## src/rtl/alu_pkg.sv

```systemverilog
// alu_pkg: shared definitions for the iterative ALU.
//   alu_op_e    - 4-bit opcode encoding seen on the aluop port
//   alu_state_e - control FSM state encoding
//   CC_*        - bit positions of the {N,Z,C,V} condition codes
//   is_iterative() - opcodes handled by the multi-cycle mul/div datapath
package alu_pkg;

   typedef enum logic [3:0] {
      OP_ILL0 = 4'b0000,
      OP_ADD  = 4'b0001,
      OP_SUB  = 4'b0010,
      OP_DIV  = 4'b0011,
      OP_MOD  = 4'b0100,
      OP_SHL  = 4'b0101,
      OP_SHAR = 4'b0110,
      OP_SHLR = 4'b0111,
      OP_RL   = 4'b1000,
      OP_RR   = 4'b1001,
      OP_ILLA = 4'b1010,
      OP_AND  = 4'b1011,
      OP_OR   = 4'b1100,
      OP_XOR  = 4'b1101,
      OP_NOT  = 4'b1110,
      OP_MUL  = 4'b1111
   } alu_op_e;

   typedef enum logic [1:0] {
      ST_IDLE = 2'd0,
      ST_BUSY = 2'd1,
      ST_DONE = 2'd2
   } alu_state_e;

   localparam int unsigned CC_N = 3;
   localparam int unsigned CC_Z = 2;
   localparam int unsigned CC_C = 1;
   localparam int unsigned CC_V = 0;

   function automatic logic is_iterative(input alu_op_e op);
      return (op == OP_MUL) || (op == OP_DIV) || (op == OP_MOD);
   endfunction

endpackage

```

## src/rtl/iter_muldiv.sv

```systemverilog
// iter_muldiv: one-bit-per-cycle unsigned multiplier / restoring divider.
//   clk, reset     - clock, synchronous active-high reset
//   start_i        - load operands and begin WIDTH iterations
//   div_i          - 1: divide a_i by b_i, 0: multiply a_i by b_i
//   a_i, b_i       - operands (sampled on start_i)
//   done_o         - high during the final iteration; outputs valid then
//   product_o      - low WIDTH bits of a*b
//   prod_hi_nz_o   - high WIDTH bits of a*b are nonzero
//   quotient_o     - a / b   (all ones when b == 0)
//   remainder_o    - a % b   (a when b == 0)
module iter_muldiv #(
   parameter int unsigned WIDTH = 16,
   parameter int unsigned SHW   = $clog2(WIDTH)
) (
   input  logic             clk,
   input  logic             reset,
   input  logic             start_i,
   input  logic             div_i,
   input  logic [WIDTH-1:0] a_i,
   input  logic [WIDTH-1:0] b_i,
   output logic             done_o,
   output logic [WIDTH-1:0] product_o,
   output logic             prod_hi_nz_o,
   output logic [WIDTH-1:0] quotient_o,
   output logic [WIDTH-1:0] remainder_o
);

   localparam logic [SHW-1:0] CNT_LAST = SHW'(WIDTH - 1);

   logic             busy_q, busy_d;
   logic             div_q, div_d;
   logic [SHW-1:0]   cnt_q, cnt_d;
   // hi: partial product high half / partial remainder
   // lo: multiplier shifting out, product low half / dividend shifting out, quotient in
   logic [WIDTH-1:0] hi_q, hi_d, lo_q, lo_d, m_q, m_d;

   logic [WIDTH-1:0] hi_step, lo_step;
   logic [WIDTH:0]   mul_sum;
   logic [WIDTH:0]   rem_sh;
   logic             rem_lt;

   always_comb begin
      mul_sum = {1'b0, hi_q} + (lo_q[0] ? {1'b0, m_q} : '0);
      rem_sh  = {hi_q, lo_q[WIDTH-1]};
      rem_lt  = rem_sh < {1'b0, m_q};
      if (div_q) begin
         // Difference always fits in WIDTH bits when rem_sh >= divisor.
         if (!rem_lt) begin
            hi_step = rem_sh[WIDTH-1:0] - m_q;
            lo_step = {lo_q[WIDTH-2:0], 1'b1};
         end else begin
            hi_step = rem_sh[WIDTH-1:0];
            lo_step = {lo_q[WIDTH-2:0], 1'b0};
         end
      end else begin
         hi_step = mul_sum[WIDTH:1];
         lo_step = {mul_sum[0], lo_q[WIDTH-1:1]};
      end
   end

   // Outputs expose the final step combinationally so the caller can register
   // the result on the same edge as the last iteration.
   assign done_o       = busy_q && (cnt_q == CNT_LAST);
   assign product_o    = lo_step;
   assign prod_hi_nz_o = |hi_step;
   assign quotient_o   = lo_step;
   assign remainder_o  = hi_step;

   always_comb begin
      busy_d = busy_q;
      div_d  = div_q;
      cnt_d  = cnt_q;
      hi_d   = hi_q;
      lo_d   = lo_q;
      m_d    = m_q;
      if (start_i) begin
         busy_d = 1'b1;
         div_d  = div_i;
         cnt_d  = '0;
         hi_d   = '0;
         lo_d   = div_i ? a_i : b_i;
         m_d    = div_i ? b_i : a_i;
      end else if (busy_q) begin
         hi_d  = hi_step;
         lo_d  = lo_step;
         cnt_d = cnt_q + SHW'(1);
         if (cnt_q == CNT_LAST) begin
            busy_d = 1'b0;
         end
      end
   end

   always_ff @(posedge clk) begin
      if (reset) begin
         busy_q <= 1'b0;
         div_q  <= 1'b0;
         cnt_q  <= '0;
         hi_q   <= '0;
         lo_q   <= '0;
         m_q    <= '0;
      end else begin
         busy_q <= busy_d;
         div_q  <= div_d;
         cnt_q  <= cnt_d;
         hi_q   <= hi_d;
         lo_q   <= lo_d;
         m_q    <= m_d;
      end
   end

endmodule

```

## src/rtl/iter_alu.sv

```systemverilog
// iter_alu: ALU with single-cycle logic/arith/shift ops and an iterative
// mul/div/mod path, valid/ready handshake on both sides.
//   clk, reset          - clock, synchronous active-high reset
//   in_valid / in_ready - request handshake (ready only in IDLE)
//   valA, valB, aluop   - operands and opcode, captured at accept
//   out_valid/out_ready - result handshake (valid in DONE)
//   result, cc          - registered result and {N,Z,C,V}
module iter_alu
   import alu_pkg::*;
#(
   parameter int unsigned WIDTH = 16,
   parameter int unsigned SHW   = $clog2(WIDTH)
) (
   input  logic             clk,
   input  logic             reset,
   input  logic             in_valid,
   output logic             in_ready,
   input  logic [WIDTH-1:0] valA,
   input  logic [WIDTH-1:0] valB,
   input  logic [3:0]       aluop,
   output logic             out_valid,
   input  logic             out_ready,
   output logic [WIDTH-1:0] result,
   output logic [3:0]       cc
);

   localparam int unsigned      MSB  = WIDTH - 1;
   localparam logic [WIDTH-1:0] WLIM = WIDTH'(WIDTH);

   alu_state_e       state_q, state_d;
   alu_op_e          op_in, op_q, op_d;
   logic             bzero_q, bzero_d;
   logic [WIDTH-1:0] result_q, result_d;
   logic [3:0]       cc_q, cc_d;

   logic             accept, md_start, md_done, md_hi_nz;
   logic [WIDTH-1:0] md_product, md_quotient, md_remainder;

   logic [WIDTH-1:0] sc_res, it_res;
   logic             sc_c, sc_v, it_c, it_v;
   logic [WIDTH:0]   add_ext, shl_ext;
   logic [SHW-1:0]   rot_amt;
   logic [SHW:0]     rot_inv;

   function automatic logic [3:0] make_cc(input logic [WIDTH-1:0] r, input logic c,
                                          input logic v);
      logic [3:0] f;
      f       = '0;
      f[CC_N] = r[MSB];
      f[CC_Z] = (r == '0);
      f[CC_C] = c;
      f[CC_V] = v;
      return f;
   endfunction

   assign op_in     = alu_op_e'(aluop);
   assign in_ready  = (state_q == ST_IDLE) && !reset;
   assign accept    = in_valid && in_ready;
   assign out_valid = (state_q == ST_DONE);
   assign result    = result_q;
   assign cc        = cc_q;

   iter_muldiv #(
      .WIDTH(WIDTH),
      .SHW  (SHW)
   ) u_muldiv (
      .clk         (clk),
      .reset       (reset),
      .start_i     (md_start),
      .div_i       (op_in != OP_MUL),
      .a_i         (valA),
      .b_i         (valB),
      .done_o      (md_done),
      .product_o   (md_product),
      .prod_hi_nz_o(md_hi_nz),
      .quotient_o  (md_quotient),
      .remainder_o (md_remainder)
   );

   // Single-cycle ops evaluate the inputs at the accept edge, i.e. exactly
   // the operands being captured, so out_valid can follow one cycle later.
   always_comb begin
      sc_res  = '0;
      sc_c    = 1'b0;
      sc_v    = 1'b0;
      add_ext = '0;
      // Extra top bit of the left shift is the last bit shifted out.
      shl_ext = {1'b0, valA} << valB;
      rot_amt = valB[SHW-1:0];
      rot_inv = (SHW+1)'(WIDTH) - {1'b0, rot_amt};
      case (op_in)
         OP_ADD: begin
            add_ext = {1'b0, valA} + {1'b0, valB};
            sc_res  = add_ext[WIDTH-1:0];
            sc_c    = add_ext[WIDTH];
            sc_v    = (valA[MSB] == valB[MSB]) && (sc_res[MSB] != valA[MSB]);
         end
         OP_SUB: begin
            add_ext = {1'b0, valA} + {1'b0, ~valB} + (WIDTH+1)'(1);
            sc_res  = add_ext[WIDTH-1:0];
            sc_c    = add_ext[WIDTH];
            sc_v    = (valA[MSB] != valB[MSB]) && (sc_res[MSB] != valA[MSB]);
         end
         OP_SHL: begin
            sc_res = shl_ext[WIDTH-1:0];
            sc_c   = shl_ext[WIDTH];
            sc_v   = (sc_res[MSB] != valA[MSB]);
         end
         OP_SHLR: sc_res = valA >> valB;
         OP_SHAR: begin
            if (valB >= WLIM) sc_res = {WIDTH{valA[MSB]}};
            else              sc_res = $signed(valA) >>> rot_amt;
         end
         OP_RL:   sc_res = (valA << rot_amt) | (valA >> rot_inv);
         OP_RR:   sc_res = (valA >> rot_amt) | (valA << rot_inv);
         OP_AND:  sc_res = valA & valB;
         OP_OR:   sc_res = valA | valB;
         OP_XOR:  sc_res = valA ^ valB;
         OP_NOT:  sc_res = ~valB;
         default: ;
      endcase
   end

   always_comb begin
      it_res = md_quotient;
      it_c   = 1'b0;
      it_v   = bzero_q;
      case (op_q)
         OP_MUL: begin
            it_res = md_product;
            it_c   = md_hi_nz;
            it_v   = 1'b0;
         end
         OP_MOD:  it_res = md_remainder;
         default: ;
      endcase
   end

   always_comb begin
      state_d  = state_q;
      op_d     = op_q;
      bzero_d  = bzero_q;
      result_d = result_q;
      cc_d     = cc_q;
      md_start = 1'b0;
      case (state_q)
         ST_IDLE: begin
            if (accept) begin
               op_d    = op_in;
               bzero_d = (valB == '0);
               if (is_iterative(op_in)) begin
                  md_start = 1'b1;
                  state_d  = ST_BUSY;
               end else begin
                  state_d  = ST_DONE;
                  result_d = sc_res;
                  cc_d     = make_cc(sc_res, sc_c, sc_v);
               end
            end
         end
         ST_BUSY: begin
            if (md_done) begin
               state_d  = ST_DONE;
               result_d = it_res;
               cc_d     = make_cc(it_res, it_c, it_v);
            end
         end
         ST_DONE: begin
            if (out_ready) state_d = ST_IDLE;
         end
         default: state_d = ST_IDLE;
      endcase
   end

   always_ff @(posedge clk) begin
      if (reset) begin
         state_q  <= ST_IDLE;
         op_q     <= OP_ILL0;
         bzero_q  <= 1'b0;
         result_q <= '0;
         cc_q     <= '0;
      end else begin
         state_q  <= state_d;
         op_q     <= op_d;
         bzero_q  <= bzero_d;
         result_q <= result_d;
         cc_q     <= cc_d;
      end
   end

endmodule

```

## config.mk

```make
export PLATFORM = sky130hd
export DESIGN_NAME = iter_alu
export DESIGN_NICKNAME = d
export VERILOG_FILES = /design/src/rtl/alu_pkg.sv /design/src/rtl/iter_muldiv.sv /design/src/rtl/iter_alu.sv
export SDC_FILE = /design/constraint.sdc
export NUM_CORES = 1
export LEC_CHECK = 0
export CORE_UTILIZATION = 38
export CTS_BUF_LIST = sky130_fd_sc_hd__clkbuf_8
export DETAILED_ROUTE_END_ITERATION = 7
export PLACE_DENSITY_LB_ADDON = 0.3
export SLEW_MARGIN = 20
export SYNTH_ARGS = -nofsm -noshare
export SYNTH_HDL_FRONTEND = slang
export SYNTH_SLANG_ARGS = --single-unit
```

## constraint.sdc

```tcl
create_clock -name clk -period 9.1 [get_ports clk]
set_clock_uncertainty 0.15 [all_clocks]
set_input_delay 1.365 -clock clk [delete_from_list [all_inputs] [get_ports clk]]
set_output_delay 1.365 -clock clk [all_outputs]
set_load 0.05 [all_outputs]
```

==> impl_results.md <==
- Status: finished clean
- Row cnt: 65
- Final setup viols: 0
- Nets: 1825
- Die W: 181.1 µm
- Die Ht: 181.1 µm
- Routed WL per cell: 26.99 µm
- Worst r2r src: u_muldiv.lo_q[15]
- Share of layout cells above drive strength 1: 8.691%
- Routed Wire Length: 56860 µm
- Clock transition at path regs: 0.09 ns
- Mean Syn Cell Area: 7.101 µm²
- Fraction of registers with async set/reset: 0%
- Critical Path AT: 6.28 ns
- HPWL after detailed placement: 43390 µm
- CP Data Required Time: 9.27 ns
- Top_reg_cell synth: dfxtp_1
- IO Port Bufs: 61
- Final Util: 42.15%
- DP Cell Count: 2089
- Placement Cell Area: 13090 µm²
- Post-route ant nets: 0
- Max Freq: 163.4 MHz
- Critical path class: in2reg
- Global Route Usage Sum: 33.97%
- Switching Fraction: 45.42%
- Worst IR drop on VDD: 0.06385 mV
- Post-route insts no fill: 2107
- HP Start: result[13]
- Final worst-path cycle share: 67.24%
- Initial drt markers: 1667
- Reg-to-reg setup timing slack: 4.14 ns
- IO Count: 62
- RSZ-0062 raised after global routing: no
- Synth top area share: 13.13%
- Clk sinks: 80
- Total grt overflow: 0
- Final Hold Fails: 0
- Power Density: 104.1 nW/µm²
- CTS tree: yes
- Critical Path Start: valB[0]
- Root Buffer: clkbuf_8
- Number of fill cells in the layout: 3365
- DRC errors left: 0
- Die area: 32810 µm²
- Most frequent cells after synthesis: nor2_1 (255), a21oi_1 (150), nand2_1 (147)
- Place WS: 2.852 ns
- Vias in the first global route: 12930
- Vias per cell: 6.597
- Slew HR: 19.80%
- Synth area leaders: dfxtp_1 (13%), ha_1 (8.5%), nor2_1 (7.9%)
- Yosys reg bits: 80
- Antenna violations before repair: 3
- Setup WS post-layout: 2.981 ns
- Clock power frac: 20.5%
- Final Cell Area: 13300 µm²
- Clock H-tree levels: 3
- Setup TNS Final: 0 ns
- Largest net degree at the start of global routing: 69
- Num CTS Buffers: 9
- Core Region: 31560 µm²
- GPL Wtd Cong: 1.053
- Starting Density: 38.64%
- Final Power: 1.385 mW
- Synthesized area: 12190 µm²
- Post-layout min period: 6.119 ns
- Syn Nets: 1844
- Leading area contributor after synthesis: dfxtp_1
- Synth warnings: 0
- Synth cell types: 85
- Max-slew violations: 0
- Worst Setup End Kind: register
- Synthesized instance count: 1717
- First-pass GRT wire length: 84080 µm
- Comb power frac: 52.1%
- Post-CTS resize count: 0
- Post-CTS setup buffer count: 0
- EDFF count, synth: 0
- Crit path launch type: input port
- Min-delay worst type: reg2reg
- Via count: 13900
- Seq/Total Area, Yosys: 13.13%
- Drt pass-1 iters: 6
- Psw: 629.2 µW
- LEAKAGE: 5.098 nW
- P_int: 756.2 µW
- Worst Path Max Fanout: 30
- Sequential Power Share: 27.4%
- Top-count cell post-synth: nor2_1
- Latest clock arrival within the worst-skew pair: 0.38 ns
- Slew @ Worst Pin: 1.173 ns
- Clock tree buffer depth: 2
- # Max-Cap Violations: 0
- Synth-to-layout area growth: 9.092%
- Cts hold-fix bufs: 0
- Hold slack: 0.3053 ns
[metal layers]
| layer | GRT usage (%) | wire, µm |
|---|---|---|
| met4 | 16.27 | 2851 |
| met5 | 0 | 13 |
| met2 | 52.26 | 24640 |
| met1 | 45.05 | 24020 |
| met3 | 7.116 | 5327 |
[critical path, stage by stage]
cell and delay, ns:
buf_4 0.35, inv_1 0.40, ha_1 1.08, mux2i_1 0.36, o22ai_1 0.29, mux2i_1 0.43, o22ai_1 0.12, o21ai_0 0.47
nand4_1 0.33, nor4_2 0.28, nand4b_1 0.15, nor4_1 0.30, nand4_1 0.17, o211ai_2 0.17
[area by class of cell]
type	instances	area, µm²	share of cell area [%]
Inverter	78	292.8	2.201
Clock buffer	10	137.6	1.035
Clock inverter	6	67.56	0.5079
Tap cell	402	503.0	3.781
Sequential cell	80	1603	12.05
Timing Repair Buffer	107	938.4	7.055
Antenna cell	2	5.005	0.03763
Multi-Input combinational cell	1422	9754	73.33
[path summary, 6_finish.rpt]
check	to	cells past startpoint
setup / recovery	cc[2]	14
hold reg to reg	result[13]	2
setup reg to reg	cc[1]	13
hold / removal	result[13]	2
[flip-flops by register name, indices dropped and copies added, names as in the netlist]
signal / count
u_muldiv.hi_q: 16
u_muldiv.div_q: 1
u_muldiv.busy_q: 1
u_muldiv.cnt_q: 4
bzero_q: 1
u_muldiv.m_q: 16
result: 16
u_muldiv.lo_q: 16
cc: 3
op_q: 4
state_q: 2
[power by group through the flow]
| stage | clock, mW | sequential (mW) | combinational, mW |
|---|---|---|---|
| 4_1_cts | 0.290 | 0.379 | 0.702 |
| 2_1_floorplan | 0 | 0.402 | 0.450 |
| 3_3_place_gp | 0 | 0.387 | 0.698 |
| 3_5_place_dp | 0 | 0.388 | 0.699 |
| 6_report | 0.284 | 0.380 | 0.721 |
| 5_1_grt | 0.303 | 0.382 | 0.764 |
[placed cells by master (no fill, tap or decap), types with 47 or more instances in the layout]
master           instances
clkdlybuf4s50_1         57
nor2_1                 255
inv_1                   75
ha_1                    83
a211oi_1                93
buf_4                   47
mux2i_1                 79
dfxtp_1                 79
a21oi_1                150
nand2_1                146
o21ai_0                 84
[cells by family after synthesis]
family,count (synthesis),synth area share [%]
AO/OA/AOI/OAI,548,30.01
XOR/XNOR,32,2.299
adder cells (fa/ha/maj),87,9.174
buffers and inverters,215,7.214
flip-flops,80,13.13
multiplexers,133,14.46
AND/OR/NAND/NOR,622,23.71
(Power assumes the default switching activity.)
